### config.mk
export PLATFORM = sky130hd
export DESIGN_NAME = seg_scan_ctrl
export DESIGN_NICKNAME = d
export VERILOG_FILES = /design/src/rtl/seg_scan_ctrl.sv
export SDC_FILE = /design/constraint.sdc
export NUM_CORES = 1
export LEC_CHECK = 0
export CAP_MARGIN = 20
export CORE_MARGIN = 4
export CORE_UTILIZATION = 45
export CTS_BUF_LIST = sky130_fd_sc_hd__clkbuf_4 sky130_fd_sc_hd__clkbuf_8
export CTS_CLUSTER_DIAMETER = 50
export DETAILED_ROUTE_END_ITERATION = 8
export GPL_ROUTABILITY_DRIVEN = 0
export PLACE_DENSITY_LB_ADDON = 0.3
export SLEW_MARGIN = 30
export SYNTH_ARGS = -nofsm -noshare
export SYNTH_HDL_FRONTEND = slang
export SYNTH_SLANG_ARGS = --single-unit
### constraint.sdc
create_clock -name clk -period 3.65 [get_ports clk]
set_clock_uncertainty 0.1 [all_clocks]
set_input_delay 0.73 -clock clk [delete_from_list [all_inputs] [get_ports clk]]
set_output_delay 0.73 -clock clk [all_outputs]
set_load 0.01 [all_outputs]
### src/rtl/seg_scan_ctrl.sv
// Time-multiplexed scan controller for a common-anode multi-digit 7-segment display.
// One hex decoder is shared across all digits. Each slot starts with a few blanking
// cycles (all anodes off) to suppress ghosting. The displayed value is double-buffered
// (pending -> shadow) and only swaps at a frame boundary or while idle, so frames never tear.
module seg_scan_ctrl #(
    parameter int unsigned NUM_DIGITS   = 4,
    parameter int unsigned REFRESH_DIV  = 50000,
    parameter int unsigned BLANK_CYCLES = 16
) (
    input  logic                            clk,
    input  logic                            rst,
    input  logic                            enable,
    input  logic                            load,
    input  logic [4*NUM_DIGITS-1:0]         value_in,
    input  logic [NUM_DIGITS-1:0]           blank_in,
    output logic [3:0]                      hex_sel,
    output logic [NUM_DIGITS-1:0]           an_n,
    output logic [$clog2(NUM_DIGITS)-1:0]   digit_idx,
    output logic                            frame_done
);

    localparam int unsigned IdxW = $clog2(NUM_DIGITS);
    localparam int unsigned CntW = $clog2(REFRESH_DIV);

    typedef enum logic [1:0] {StIdle, StBlank, StOn} state_e;

    state_e                  state_q, state_d;
    logic [CntW-1:0]         cnt_q, cnt_d;
    logic [IdxW-1:0]         digit_q, digit_d;
    logic [4*NUM_DIGITS-1:0] shadow_val_q, shadow_val_d;
    logic [NUM_DIGITS-1:0]   shadow_blank_q, shadow_blank_d;
    logic [4*NUM_DIGITS-1:0] pend_val_q, pend_val_d;
    logic [NUM_DIGITS-1:0]   pend_blank_q, pend_blank_d;
    logic                    pend_v_q, pend_v_d;
    logic [3:0]              hex_sel_q, hex_sel_d;
    logic [NUM_DIGITS-1:0]   an_n_q, an_n_d;
    logic                    frame_done_q, frame_done_d;

    logic wrap;
    logic commit;
    logic last_blank;
    logic last_slot;
    logic last_digit;

    assign last_blank = (cnt_q == CntW'(BLANK_CYCLES - 1));
    assign last_slot  = (cnt_q == CntW'(REFRESH_DIV - 1));
    assign last_digit = (digit_q == IdxW'(NUM_DIGITS - 1));

    // Scan sequencing: cnt runs across the whole slot, blanking covers its first cycles.
    always_comb begin
        state_d = state_q;
        cnt_d   = cnt_q;
        digit_d = digit_q;
        wrap    = 1'b0;
        unique case (state_q)
            StIdle: begin
                cnt_d   = '0;
                digit_d = '0;
                if (enable) begin
                    state_d = StBlank;
                end
            end
            StBlank: begin
                if (!enable) begin
                    state_d = StIdle;
                    cnt_d   = '0;
                    digit_d = '0;
                end else begin
                    cnt_d = cnt_q + CntW'(1);
                    if (last_blank) begin
                        state_d = StOn;
                    end
                end
            end
            StOn: begin
                if (!enable) begin
                    state_d = StIdle;
                    cnt_d   = '0;
                    digit_d = '0;
                end else if (last_slot) begin
                    state_d = StBlank;
                    cnt_d   = '0;
                    if (last_digit) begin
                        digit_d = '0;
                        wrap    = 1'b1;
                    end else begin
                        digit_d = digit_q + IdxW'(1);
                    end
                end else begin
                    cnt_d = cnt_q + CntW'(1);
                end
            end
            default: begin
                state_d = StIdle;
                cnt_d   = '0;
                digit_d = '0;
            end
        endcase
    end

    // Double buffer: a load on a commit cycle bypasses the pending stage entirely.
    always_comb begin
        shadow_val_d   = shadow_val_q;
        shadow_blank_d = shadow_blank_q;
        pend_val_d     = pend_val_q;
        pend_blank_d   = pend_blank_q;
        pend_v_d       = pend_v_q;
        commit         = (state_q == StIdle) || wrap;
        if (commit) begin
            if (load) begin
                shadow_val_d   = value_in;
                shadow_blank_d = blank_in;
                pend_v_d       = 1'b0;
            end else if (pend_v_q) begin
                shadow_val_d   = pend_val_q;
                shadow_blank_d = pend_blank_q;
                pend_v_d       = 1'b0;
            end
        end else if (load) begin
            pend_val_d   = value_in;
            pend_blank_d = blank_in;
            pend_v_d     = 1'b1;
        end
    end

    // Outputs are registered from next-state so they line up with the state they describe.
    always_comb begin
        an_n_d       = '1;
        hex_sel_d    = hex_sel_q;
        frame_done_d = wrap;
        if (state_d == StOn && !shadow_blank_d[digit_d]) begin
            an_n_d[digit_d] = 1'b0;
        end
        if (state_d == StBlank && state_q != StBlank) begin
            hex_sel_d = shadow_val_d[{digit_d, 2'b00} +: 4];
        end
    end

    // State and output registers with synchronous reset.
    always_ff @(posedge clk) begin
        if (rst) begin
            state_q        <= StIdle;
            cnt_q          <= '0;
            digit_q        <= '0;
            shadow_val_q   <= '0;
            shadow_blank_q <= '0;
            pend_val_q     <= '0;
            pend_blank_q   <= '0;
            pend_v_q       <= 1'b0;
            hex_sel_q      <= '0;
            an_n_q         <= '1;
            frame_done_q   <= 1'b0;
        end else begin
            state_q        <= state_d;
            cnt_q          <= cnt_d;
            digit_q        <= digit_d;
            shadow_val_q   <= shadow_val_d;
            shadow_blank_q <= shadow_blank_d;
            pend_val_q     <= pend_val_d;
            pend_blank_q   <= pend_blank_d;
            pend_v_q       <= pend_v_d;
            hex_sel_q      <= hex_sel_d;
            an_n_q         <= an_n_d;
            frame_done_q   <= frame_done_d;
        end
    end

    assign hex_sel    = hex_sel_q;
    assign an_n       = an_n_q;
    assign digit_idx  = digit_q;
    assign frame_done = frame_done_q;

endmodule

======== After elaboration in Yosys (flattened, before gate mapping) ========
Cells that the tools add are included.
storage, ports and cells
  bits of input ports ..................... 24
  bits in registers ....................... 70
  logic and storage cells ................. 65
  output and inout bits ................... 11
operators by class
  muxes and demuxes ....................... 29
  shifts and indexed selects .............. 1
  order comparisons ....................... 2
  bitwise operators ....................... 3
  add/subtract/negate cells ............... 2
  reduce and logical (&&, ||, !) cells .... 9
  equal/unequal tests ..................... 8
operator list
  operator                                                           number
  two-way mux 16 bit                                                 6
  one-hot mux 16 bit (2 select lines)                                1
  two-way mux 2 bit                                                  9
  adder 16 x 1 -> 16 bit, second input constant                      1
  equality test 16 bit, second input constant                        1
  equality test 16 x 4 -> 1 bit, second input constant               1
  variable part select 16 x 5 -> 4 bit                               1
  two-way mux 4 bit                                                  3
  equality test 2 bit, second input constant                         3
  two-way mux 1 bit                                                  6
  one-hot mux 2 bit (3 select lines)                                 1
  equality test 2 x 1 -> 1 bit, second input constant                2
  NOT 4 bit                                                          1
  one-hot mux 2 bit (2 select lines)                                 1
  OR reduction 2 bit                                                 2
  logical AND 1 bit                                                  3
  < comparator 2 x 3 -> 1 bit, second input constant                 1
  adder 2 x 1 -> 2 bit, second input constant                        1
  binary-select mux 1 bit (select 2 bit)                             1
  demux 1 bit (select 2 bit)                                         1
  greater-or-equal comparator 2 x 1 -> 1 bit, second input constant  1
  logical NOT 2 bit                                                  1
  != test 2 x 1 -> 1 bit, second input constant                      1
  NOT 1 bit                                                          2
  3 further kinds                                                    3

======== Longest topological paths before layout ========
Gate-level depths: netlist (run 1).
  word-level depth ........................ 13
  mapped depth ............................ 11
  mapped depth without buffers ............ 9

======== Worst setup path after synthesis (run 1) ========
Ideal clock, no wire load.
  path kind ............................... input-to-reg
  from .................................... input port enable
  to ...................................... register pend_blank_q[3]
  stages .................................. 10
  buffers on the path ..................... 4
  arrival time ............................ 2.411 ns
  slack ................................... 1.069 ns
  library setup time ...................... 0.070 ns
  cell sequence ........................... buf_2 > and3_1 > and3_1 > buf_2 > a21oi_1 > buf_2 > and2_1 > clkbuf_1 > nand2_1 > a21oi_1
between the ends
  longest elaborated chain between the ends .. 5
ends and longest elaborated chain
  item                           RTL line  text
  start, declared                12        input logic enable,
  two-way mux 1 bit              76        if (!enable) begin
  two-way mux 1 bit              55        unique case (state_q)
  logical OR 1 bit               108       commit = (state_q == StIdle) || wrap;
  NOT 1 bit (no line)            --
  AND reduction 2 bit (no line)  --
  end signal, assigned           160       pend_blank_q <= pend_blank_d;
  end, declared                  33        logic [NUM_DIGITS-1:0] pend_blank_q, pend_blank_d;
Every way passes these cells.
A chain may end at the register's enable or synchronous reset.

======== Worst setup path in the final report (run 1) ========
  from .................................... register state_q[0]
  to ...................................... register hex_sel_q[0], in the netlist hex_sel[0]
between the ends
  longest elaborated chain between the ends .. 5
ends and longest elaborated chain
  item                                                                       RTL line  text
  start, declared                                                            27        state_e state_q, state_d;
  start signal, assigned                                                     142       state_q <= StIdle;
  start signal, assigned                                                     154       state_q <= state_d;
  equality test 2 bit (tied with other cells)                                55
  two-way mux 1 bit (tied with other cells)                                  55
  logical OR 1 bit or one-hot mux 2 bit (3 select lines) (tied branches)     108, 55
  two-way mux 16 bit or equality test 2 x 1 -> 1 bit (tied branches)         109, 134
  variable part select 16 x 5 -> 4 bit or logical AND 1 bit (tied branches)  135, 134
  end signal, assigned                                                       162       hex_sel_q <= hex_sel_d;
  end, declared                                                              35        logic [3:0] hex_sel_q, hex_sel_d;
Several ways; a longest one is shown, not always the timed one.

==> tab_implementation.tex, run 1 <==
\begin{tabular}{lr}
\hline
Metric & Value \\
\hline
\multicolumn{2}{l}{\textbf{Logic synthesis}} \\
Fraction of synthesis flops using an asynchronous set or reset pin & 0 \\
Most used flip-flop cell after synthesis & sky130\_fd\_sc\_hd\_\_dfxtp\_1 \\
Synthesized netlist net count & 481 \\
Synthesized instance count & approximately 450 \\
Fraction of synthesized cell area taken by the top area cell type & 0.393 \\
Complex-gate fraction of the synthesized area & 0.226 \\
Cell types with the largest area share after synthesis & sky130\_fd\_sc\_hd\_\_dfxtp\_1 39\%, sky130\_fd\_sc\_hd\_\_nand2\_1 6.8\%, sky130\_fd\_sc\_hd\_\_a21oi\_1 6.3\%, sky130\_fd\_sc\_hd\_\_nor2\_1 4.5\%, sky130\_fd\_sc\_hd\_\_nand3\_1 3.9\% \\
Library cell with the highest instance count after synthesis & sky130\_fd\_sc\_hd\_\_dfxtp\_1 \\
Number of synthesized register bits & 70 \\
Commonest cells post-synth & 70 x sky130\_fd\_sc\_hd\_\_dfxtp\_1, 65 x sky130\_fd\_sc\_hd\_\_nand2\_1, 45 x sky130\_fd\_sc\_hd\_\_a21oi\_1, 43 x sky130\_fd\_sc\_hd\_\_nor2\_1, 28 x sky130\_fd\_sc\_hd\_\_nand3\_1 \\
Combinational family with the most area after synthesis & simple AND/OR/NAND/NOR gates \\
Library cell with the largest summed area after synthesis & sky130\_fd\_sc\_hd\_\_dfxtp\_1 \\
Proportion of synthesized area in mux cells & 0.0200 \\
EDFF count, synth & 0 \\
Simple-gate area share of the yosys netlist & 0.261 \\
Sequential fraction of the synthesis area & 0.393 \\
Post-Synth XOR/XNOR Area & 0.0344 \\
Cell area after technology mapping & 3570 um2 \\
Number of warnings reported in the yosys synthesis log & 0 \\
Distinct cell type count of the synthesized netlist & 45 \\
Area share of fa/ha/maj cells after synthesis & 0.0211 \\
Post-synthesis average cell area & around 7.9 um2 \\
\multicolumn{2}{l}{\textbf{Worst setup path}} \\
Max Fanout on Critical Path & 21 \\
Cell with the largest stage delay on the worst path & sky130\_fd\_sc\_hd\_\_ha\_1 \\
Critical-path cell list & inv\_1 -> ha\_1 -> and2\_1 -> a22oi\_1 -> o21ai\_0 -> a211oi\_1 -> mux2i\_1 -> nand2\_1 -> a311oi\_1 \\
Data arrival time at the worst-slack endpoint & 3.19 ns \\
Buffers plus inverters on the worst setup path & 1 \\
Biggest cell delay along the critical path & 0.69 ns \\
Worst path required time & 3.80 ns \\
Worst setup SP type & flop \\
Start-to-end type of the worst setup path & flop to flop \\
Worst Setup End Kind & flop \\
Gate family responsible for the most delay along the worst path & simple AND/OR/NAND/NOR gates \\
\multicolumn{2}{l}{\textbf{Placement}} \\
Number of I/O port buffers & 34 \\
Dpl hpwl & about 6100 um \\
Total placed instance area & around 4000 um2 \\
\multicolumn{2}{l}{\textbf{Power}} \\
Total leakage power & about 1.5 nW \\
Peak supply drop & 170 uV \\
Pwr/cell area & between 300 and 400 nW/um2 \\
Power consumption & around 0.0016 W \\
\multicolumn{2}{l}{\textbf{Die}} \\
Die height & 97.0 um \\
Die width & approximately 97 um \\
Boundary Pins & 35 \\
Starting density of the core & 0.461 \\
Area of the placeable core & 7730 um2 \\
Floorplan row count & 32 \\
Die outline area & 9410 um2 \\
\multicolumn{2}{l}{\textbf{Clock network}} \\
Clock tree sinks & 70 \\
H-tree lvl count & 3 \\
Root Buffer Master & sky130\_fd\_sc\_hd\_\_clkbuf\_8 \\
TritonCTS clock tree & built \\
Insertion delay to the later sink of the worst-skew pair & 0.35 ns \\
Longest Clk Path Bufs & 2 \\
Hold-fix buffers, CTS & 0 \\
Buffer count from post-CTS setup fixing & 0 \\
Clock-pin slew on the worst setup and hold paths & about 0.070 ns \\
Num CTS Buffers & 9 \\
Count of cells resized by post-cts repair & 0 \\
\multicolumn{2}{l}{\textbf{Cells and area}} \\
Area Growth Syn to Fin & 15.4\% \\
Cell area after layout & 4120 um2 \\
Number of diodes added for antenna fixing & 0 \\
Fraction of layout cells with a size suffix above 1 & 0.0609 \\
Net count reported at finish & 501 \\
Filler cell count & 735 \\
\multicolumn{2}{l}{\textbf{Routing}} \\
Routed wire length & 9190 um \\
First-pass iteration count of the detailed router & 5 \\
Routed length per placed instance & 15.9 um \\
Drt initial violations & 279 \\
Total via count after detailed routing & 3353 \\
Detail Route Antenna Nets & 0 \\
Vias per inst & roughly 5.8 \\
DR DRC count & 0 \\
\multicolumn{2}{l}{\textbf{Global routing}} \\
Total congestion overflow after global routing & 0 \\
Number of global-route vias before repair & 3097 \\
Wire length of the first global-routing pass & 15200 um \\
Aggregate global-route resource usage & 0.197 \\
Initial antenna violation count & 0 \\
Maximum number of pins on one net before global-route repair & 52 \\
\multicolumn{2}{l}{\textbf{STA}} \\
Maximum achievable frequency & 330 MHz \\
Hold WS & 0.341 ns \\
Final hold violations & 0 \\
Transition at the pin with the smallest max-transition slack & 0.858 ns \\
Final-report max-slew violation count & 0 \\
\# setup viols final & 0 \\
Final clock period utilization by the worst path & 0.831 \\
Crit path time final & $\sim$3 ns \\
Rel. slew slack & 0.428 \\
Unrepaired setup endpoints after global routing & false \\
Setup TNS Final & 0 ns \\
\multicolumn{2}{l}{\textbf{Min path}} \\
Worst min-delay path class & flop to flop \\
\multicolumn{2}{l}{\textbf{Run}} \\
Max cap viols & 0 \\
\multicolumn{2}{l}{\textbf{Status}} \\
Outcome & completed \\
\hline
\end{tabular}
kinds of logic after synthesis:
family,count (synthesis)
compound gates,125
xor+xnor,14
flops,70
mux,7
buf+inv,38
fa+ha+maj,6
simple gates,191
layer usage:
layer	vias up	global-route usage	share of wire
met5	-	0	0
met4	0	0.0659	0.016
met3	20	0.0389	0.050
met2	105	0.314	0.48
met1	1585	0.266	0.46
li1	1643	-	-
flip-flops by register name, summed over array words and instances (netlist names):
signal          cells
cnt_q              16
pend_val_q         16
shadow_val_q       16
an_n                4
hex_sel             4
pend_blank_q        4
shadow_blank_q      4
digit_idx           2
state_q             2
frame_done          1
pend_v_q            1
power by group:
part	leakage (nW)	total (W)	internal (W)	switching [W]
registers	0.570	0.000818	0.000798	0.0000204
clock network	0.0855	0.000547	0.000251	0.000296
logic	0.853	0.000225	0.0000974	0.000128
path summary, 6_finish.rpt:
check / from / to / slack, ns / cells past startpoint
worst max-delay path: state_q[0] / hex_sel[0] / 0.62 / 9
worst min-delay path: cnt_q[0] / cnt_q[0] / 0.34 / 1
worst max register to register: state_q[0] / hex_sel[0] / 0.62 / 9
worst min register to register: cnt_q[0] / cnt_q[0] / 0.34 / 1
through the flow:
stage | util | std cells | setup slack (ns)
finish | 0.533 | 578 | 0.616
global route | 0.533 | 578 | 0.361
CTS | 0.532 | 578 | 0.654
detailed placement | 0.510 | 562 | 0.363
global placement | 0.510 | 562 | 0.435
floorplan | - | 451 | 1.07
cells in the final DEF (no fill, tap or decap), types with 6 or more instances in the layout:
master                            Yosys  layout
sky130_fd_sc_hd__o21ai_1              8       8
sky130_fd_sc_hd__nand2_1             65      65
sky130_fd_sc_hd__a31oi_1             14      14
sky130_fd_sc_hd__and2_1               6       6
sky130_fd_sc_hd__nor2b_1              8       8
sky130_fd_sc_hd__buf_4                0       7
sky130_fd_sc_hd__xor2_1               6       6
sky130_fd_sc_hd__o22a_1               7       7
sky130_fd_sc_hd__nand2b_1             9       9
sky130_fd_sc_hd__clkdlybuf4s50_1      0      33
sky130_fd_sc_hd__o21ai_0             11      11
sky130_fd_sc_hd__clkbuf_8             0       9
sky130_fd_sc_hd__xnor2_1              8       8
sky130_fd_sc_hd__and3_1               9       9
sky130_fd_sc_hd__a21oi_1             45      45
sky130_fd_sc_hd__nand3_1             28      28
sky130_fd_sc_hd__mux2i_1              6       6
sky130_fd_sc_hd__a22oi_1             14      14
sky130_fd_sc_hd__nor2_1              43      43
sky130_fd_sc_hd__ha_1                 6       6
sky130_fd_sc_hd__dfxtp_1             70      70
sky130_fd_sc_hd__inv_1                7       7
layout make-up:
class	count	area [um2]	area share
clock buffer	10	131	0.0319
clock inverter	6	38.8	0.00943
inverter	7	26.3	0.00638
multi-input combinational	343	2010	0.488
sequential	70	1400	0.341
tap	102	128	0.0310
timing repair buffer	40	383	0.0930
Note: power is estimated with default switching activity, not from simulation.
==> run 2: changes to the inputs <==
==> constraint.sdc (replaced) <==
create_clock -name clk -period 2.9 [get_ports clk]
set_clock_uncertainty 0.1 [all_clocks]
set_input_delay 0.58 -clock clk [delete_from_list [all_inputs] [get_ports clk]]
set_output_delay 0.58 -clock clk [all_outputs]
set_load 0.01 [all_outputs]
==> run 2 against run 1 <==
Largest cell class unchanged. Core utilization up 2.1 points. Clock-buffer cell count down 1. Hold slack better by 0.0073 ns. Total power increased by 34%. Wire length up 2.8%. Non-clock buffer count rose by 18. Sequential share of layout area down 1.3 points. Sequential cell count stayed put. Critical path type unchanged. Clock power grew 46%. Global-route usage is 1.1 points higher. Combinational power is 32% higher.
==> tab_implementation.tex, run 2 (synthesis results as in run 1) <==
\begin{tabular}{lr}
\hline
Metric & Value \\
\hline
\multicolumn{2}{l}{\textbf{Worst setup path}} \\
Biggest cell delay along the critical path & around 0.50 ns \\
Start-to-end type of the worst setup path & flop to flop \\
Critical R2R Capture & hex\_sel[1] \\
Worst setup SP type & flop \\
Termination of the worst setup path & hex\_sel[1] \\
Gate family responsible for the most delay along the worst path & simple AND/OR/NAND/NOR gates \\
Data arrival time at the worst-slack endpoint & 2.84 ns \\
Setup crit start & cnt\_q[0] \\
R2r setup slk & 0.18 ns \\
Worst Setup End Kind & flop \\
Number of cells traversed by the worst register-to-register path & 9 \\
Count of cell instances traversed by the critical path & 9 \\
Cell with the largest stage delay on the worst path & sky130\_fd\_sc\_hd\_\_o311ai\_4 \\
Buffers plus inverters on the worst setup path & 1 \\
RR Startpoint & cnt\_q[0] \\
Max Fanout on Critical Path & 8 \\
Worst path required time & 3.02 ns \\
Critical-path cell list & ha\_1 -> and4\_2 -> nand4\_2 -> and3\_4 -> o311ai\_4 -> buf\_4 -> nand3\_1 -> o211ai\_1 -> a311oi\_1 \\
\multicolumn{2}{l}{\textbf{Clock network}} \\
H-tree lvl count & 3 \\
Buffer count from post-CTS setup fixing & 0 \\
Longest Clk Path Bufs & 2 \\
TritonCTS clock tree & built \\
Root Buffer Master & sky130\_fd\_sc\_hd\_\_clkbuf\_8 \\
Count of cells resized by post-cts repair & 0 \\
Clock-pin slew on the worst setup and hold paths & 0.08 ns \\
Clock tree sinks & 70 \\
Num CTS Buffers & 9 \\
Insertion delay to the later sink of the worst-skew pair & approximately 0.36 ns \\
Hold-fix buffers, CTS & 0 \\
\multicolumn{2}{l}{\textbf{STA}} \\
Final hold violations & 0 \\
Transition at the pin with the smallest max-transition slack & 0.530 ns \\
Final clock period utilization by the worst path & 0.937 \\
Unrepaired setup endpoints after global routing & false \\
Rel. slew slack & 0.646 \\
Crit path time final & 2.72 ns \\
Maximum achievable frequency & about 370 MHz \\
\# setup viols final & 0 \\
Hold WS & 0.348 ns \\
Final-report max-slew violation count & 0 \\
\multicolumn{2}{l}{\textbf{Min path}} \\
Hold path startpoint & cnt\_q[0] \\
Number of stages on the worst hold path & 1 \\
Worst min-delay path class & flop to flop \\
\multicolumn{2}{l}{\textbf{Global routing}} \\
Wire length of the first global-routing pass & 16300 um \\
Initial antenna violation count & 0 \\
Total congestion overflow after global routing & 0 \\
Number of global-route vias before repair & 3331 \\
Aggregate global-route resource usage & 0.207 \\
Maximum number of pins on one net before global-route repair & 35 \\
\multicolumn{2}{l}{\textbf{Power}} \\
Total leakage power & 1.61 nW \\
Pwr/cell area & 497 nW/um2 \\
Peak supply drop & 273 uV \\
Power consumption & approximately 0.0021 W \\
\multicolumn{2}{l}{\textbf{Routing}} \\
Routed wire length & 9450 um \\
Total via count after detailed routing & around 3.4k \\
Detail Route Antenna Nets & 0 \\
First-pass iteration count of the detailed router & 7 \\
Routed length per placed instance & 15.9 um \\
Vias per inst & just under 6 \\
Drt initial violations & 303 \\
DR DRC count & 0 \\
\multicolumn{2}{l}{\textbf{Cells and area}} \\
Largest registers & cnt\_q (16), pend\_val\_q (16), shadow\_val\_q (16) \\
Net count reported at finish & 519 \\
Commonest non-fill, non-tap cell in the layout & sky130\_fd\_sc\_hd\_\_dfxtp\_1 \\
Filler cell count & 717 \\
Finished Core Util & 0.554 \\
Fraction of layout cells with a size suffix above 1 & 0.0992 \\
Number of diodes added for antenna fixing & 0 \\
Most used cells in the layout excluding fill and tap cells & 70 x sky130\_fd\_sc\_hd\_\_dfxtp\_1, 65 x sky130\_fd\_sc\_hd\_\_nand2\_1, 45 x sky130\_fd\_sc\_hd\_\_a21oi\_1 \\
Area Growth Syn to Fin & 20.0\% \\
\multicolumn{2}{l}{\textbf{Status}} \\
Outcome & completed \\
\multicolumn{2}{l}{\textbf{Die}} \\
Starting density of the core & 0.461 \\
Floorplan row count & 32 \\
Die height & between 90 and 100 um \\
Area of the placeable core & 7730 um2 \\
Die width & 97.0 um \\
Boundary Pins & 35 \\
Die outline area & 9410 um2 \\
\multicolumn{2}{l}{\textbf{Run}} \\
Max cap viols & 0 \\
\multicolumn{2}{l}{\textbf{Placement}} \\
Dpl hpwl & 6520 um \\
Number of I/O port buffers & 34 \\
\hline
\end{tabular}
-- run 2: cell count changes in the layout (fill, tap and decap cells not counted) --
cell / previous run / this run
sky130_fd_sc_hd__and2_2: 0 / 1
sky130_fd_sc_hd__clkinv_2: 3 / 2
sky130_fd_sc_hd__and4_2: 0 / 1
sky130_fd_sc_hd__clkinvlp_4: 2 / 0
sky130_fd_sc_hd__buf_2: 0 / 1
sky130_fd_sc_hd__clkbuf_4: 1 / 0
sky130_fd_sc_hd__clkinv_4: 1 / 4
sky130_fd_sc_hd__buf_4: 7 / 24
sky130_fd_sc_hd__bufinv_16: 0 / 1
sky130_fd_sc_hd__and2_1: 6 / 5
sky130_fd_sc_hd__and4_1: 5 / 4
-- run 2: per-stage QoR --
step	worst slack [ns]	std cells	TNS (ns)	area, um2
global placement	0.0165	580	0	4080
CTS	0.0997	596	0	4280
floorplan	0.469	451	0	3570
finish	0.182	596	0	4280
global route	0.0653	596	0	4280
detailed placement	-0.0379	580	-0.196	4080
-- run 2: area by class of cell --
class | instances | area (um2) | share of cell area
Sequential cell | 70 | 1400 | 0.327
Clock inverter | 7 | 75.1 | 0.0175
Timing Repair Buffer | 58 | 515 | 0.120
Inverter | 7 | 26.3 | 0.00614
Clock buffer | 9 | 124 | 0.0289
Multi-Input combinational cell | 343 | 2010 | 0.470
Tap cell | 102 | 128 | 0.0298
-- run 2: worst min path at each step --
| stage | to | slack (ns) |
|---|---|---|
| after floorplan | cnt_q[0] | 0.31 |
| after global placement | cnt_q[0] | 0.32 |
| after detailed placement | cnt_q[0] | 0.34 |
| after CTS | cnt_q[0] | 0.35 |
| after global routing | cnt_q[0] | 0.37 |
| final | cnt_q[0] | 0.35 |
-- run 2: metal layers --
layer | global-route usage | part of all wire | vias to the layer above
li1 | - | - | 1683
met1 | 0.277 | 0.46 | 1621
met2 | 0.334 | 0.47 | 113
met3 | 0.0324 | 0.048 | 16
met4 | 0.0842 | 0.018 | 0
met5 | 0 | 0 | -
-- run 2: report_power, final --
part | switching (W) | internal, W
Clock | 0.000400 | 0.000400
Combinational | 0.000164 | 0.000133
Sequential | 0.0000259 | 0.00100
==> run 3: changes to the inputs <==
--- a/config.mk
+++ b/config.mk
@@ -5,9 +5,10 @@
 export SDC_FILE = /design/constraint.sdc
 export NUM_CORES = 1
 export LEC_CHECK = 0
+export ABC_CLOCK_PERIOD_IN_PS = 2900
 export CAP_MARGIN = 20
 export CORE_MARGIN = 4
-export CORE_UTILIZATION = 45
+export CORE_UTILIZATION = 59
 export CTS_BUF_LIST = sky130_fd_sc_hd__clkbuf_4 sky130_fd_sc_hd__clkbuf_8
 export CTS_CLUSTER_DIAMETER = 50
 export DETAILED_ROUTE_END_ITERATION = 8
==> run 3 against run 2 <==
Register-to-register slack better by 0.02 ns. Total power increased by 3.7%. Wire length shrank 2.9%. First-iteration DRC count increased by 1.3%. Worst setup slack gained 0.023 ns.
==> tab_implementation.tex, run 3 (synthesis results as in run 1) <==
\begin{tabular}{lr}
\hline
Metric & Value \\
\hline
\multicolumn{2}{l}{\textbf{STA}} \\
Transition at the pin with the smallest max-transition slack & 0.541 ns \\
Final-report max-slew violation count & 0 \\
Unrepaired setup endpoints after global routing & false \\
Hold WS & 0.336 ns \\
Maximum achievable frequency & 371 MHz \\
Crit path time final & 2.69 ns \\
Final hold violations & 0 \\
Final clock period utilization by the worst path & 0.929 \\
Final setup margin & 0.205 ns \\
\# setup viols final & 0 \\
Rel. slew slack & 0.640 \\
\multicolumn{2}{l}{\textbf{Clock network}} \\
H-tree lvl count & 3 \\
Clock tree sinks & 70 \\
Root Buffer Master & sky130\_fd\_sc\_hd\_\_clkbuf\_8 \\
Num CTS Buffers & 9 \\
TritonCTS clock tree & built \\
Insertion delay to the later sink of the worst-skew pair & 0.34 ns \\
Hold-fix buffers, CTS & 0 \\
Clock-pin slew on the worst setup and hold paths & 0.07 ns \\
Longest Clk Path Bufs & 2 \\
\multicolumn{2}{l}{\textbf{Routing}} \\
DR DRC count & 0 \\
Total via count after detailed routing & approximately 3.5k \\
Vias per inst & 6.14 \\
Routed wire length & 9180 um \\
Detail Route Antenna Nets & 0 \\
First-pass iteration count of the detailed router & 5 \\
Drt initial violations & 307 \\
Routed length per placed instance & 16.2 um \\
\multicolumn{2}{l}{\textbf{Global routing}} \\
Aggregate global-route resource usage & 0.256 \\
Wire length of the first global-routing pass & $\sim$15000 um \\
Total congestion overflow after global routing & 0 \\
Maximum number of pins on one net before global-route repair & 33 \\
Initial antenna violation count & 0 \\
Number of global-route vias before repair & 3236 \\
\multicolumn{2}{l}{\textbf{Worst setup path}} \\
Data arrival time at the worst-slack endpoint & 2.85 ns \\
Max Fanout on Critical Path & 15 \\
Buffers plus inverters on the worst setup path & 1 \\
Biggest cell delay along the critical path & 0.36 ns \\
Start-to-end type of the worst setup path & flop to flop \\
Gate family responsible for the most delay along the worst path & simple AND/OR/NAND/NOR gates \\
Critical-path cell list & ha\_1 -> and4\_2 -> nand4\_2 -> and3\_4 -> o311ai\_4 -> buf\_12 -> mux2i\_1 -> nand2\_1 -> a311oi\_1 \\
Worst setup SP type & flop \\
Worst Setup End Kind & flop \\
Worst path required time & around 3.1 ns \\
Cell with the largest stage delay on the worst path & sky130\_fd\_sc\_hd\_\_and4\_2 \\
\multicolumn{2}{l}{\textbf{Die}} \\
Starting density of the core & 0.606 \\
Die height & between 80 and 90 um \\
Floorplan row count & 28 \\
Die width & between 80 and 90 um \\
Area of the placeable core & roughly 5900 um2 \\
Die outline area & 7350 um2 \\
Boundary Pins & 35 \\
\multicolumn{2}{l}{\textbf{Cells and area}} \\
Commonest non-fill, non-tap cell in the layout & sky130\_fd\_sc\_hd\_\_dfxtp\_1 \\
Largest registers & cnt\_q (16), pend\_val\_q (16), shadow\_val\_q (16) \\
Most used cells in the layout excluding fill and tap cells & 70 x sky130\_fd\_sc\_hd\_\_dfxtp\_1, 65 x sky130\_fd\_sc\_hd\_\_nand2\_1, 45 x sky130\_fd\_sc\_hd\_\_a21oi\_1 \\
Net count reported at finish & 515 \\
Final Instance Count excl. Fillers & about 570 \\
Filler cell count & 481 \\
Fraction of layout cells with a size suffix above 1 & 0.0898 \\
Number of diodes added for antenna fixing & 0 \\
Area Growth Syn to Fin & 19.4\% \\
\multicolumn{2}{l}{\textbf{Power}} \\
Total leakage power & 1.61 nW \\
Peak supply drop & 549 uV \\
Pwr/cell area & around 520 nW/um2 \\
\multicolumn{2}{l}{\textbf{Status}} \\
Outcome & completed \\
\multicolumn{2}{l}{\textbf{Run}} \\
Max cap viols & 0 \\
\multicolumn{2}{l}{\textbf{Placement}} \\
Number of I/O port buffers & 34 \\
Minimum setup slack after placement & -0.0357 ns \\
Placed Cells & approximately 550 \\
Dpl hpwl & 6350 um \\
\multicolumn{2}{l}{\textbf{Min path}} \\
Worst min-delay path class & flop to flop \\
\hline
\end{tabular}
[run 3: layout make-up]
| cell class | count | area, um2 | share of cell area |
|---|---|---|---|
| Timing Repair Buffer | 54 | 503 | 0.118 |
| Clock buffer | 12 | 153 | 0.0359 |
| Multi-Input combinational cell | 343 | 2010 | 0.472 |
| Tap cell | 75 | 93.8 | 0.0220 |
| Sequential cell | 70 | 1400 | 0.329 |
| Inverter | 7 | 26.3 | 0.00617 |
| Clock inverter | 4 | 70.1 | 0.0165 |
[run 3: through the flow]
step           setup TNS (ns)  utilization  cell area [um2]  power, W
2_1_floorplan               0            -             3570   0.00123
3_3_place_gp                0        0.685             4030   0.00133
3_5_place_dp           -0.234        0.685             4030   0.00134
4_1_cts                     0        0.723             4250   0.00221
5_1_grt                     0        0.723             4260   0.00229
6_report                    0        0.723             4260   0.00221
[run 3: worst paths after layout]
check	from	end	slack, ns	depth (start not counted)
max reg2reg	cnt_q[0]	hex_sel[2]	0.21	9
min reg2reg	cnt_q[0]	cnt_q[0]	0.34	1
min	cnt_q[0]	cnt_q[0]	0.34	1
max	cnt_q[0]	hex_sel[2]	0.21	9
[run 3: layer usage]
layer,share of wire,GRT usage
met5,0,0
met4,0.024,0.109
met3,0.066,0.0423
met2,0.47,0.412
met1,0.44,0.338
[run 3: worst register-to-register path, stage by stage, from the launching register on]
cell and delay [ns]:
sky130_fd_sc_hd__dfxtp_1 0.34, sky130_fd_sc_hd__ha_1 0.20, sky130_fd_sc_hd__and4_2 0.36, sky130_fd_sc_hd__nand4_2 0.19
sky130_fd_sc_hd__and3_4 0.26, sky130_fd_sc_hd__o311ai_4 0.33, sky130_fd_sc_hd__buf_12 0.19, sky130_fd_sc_hd__mux2i_1 0.28
sky130_fd_sc_hd__nand2_1 0.10, sky130_fd_sc_hd__a311oi_1 0.25
[run 3: timing repair]
item                       CTS  global route
setup endpoints to repair    0            22
buffers inserted             0             0
gates resized for setup      0             2
[run 3: where the power goes]
part	total (W)	switching [W]	internal (W)
Clock	0.000879	0.000355	0.000524
Sequential	0.00103	0.0000269	0.00100
Combinational	0.000296	0.000163	0.000133
Total	0.00221	0.000545	0.00166
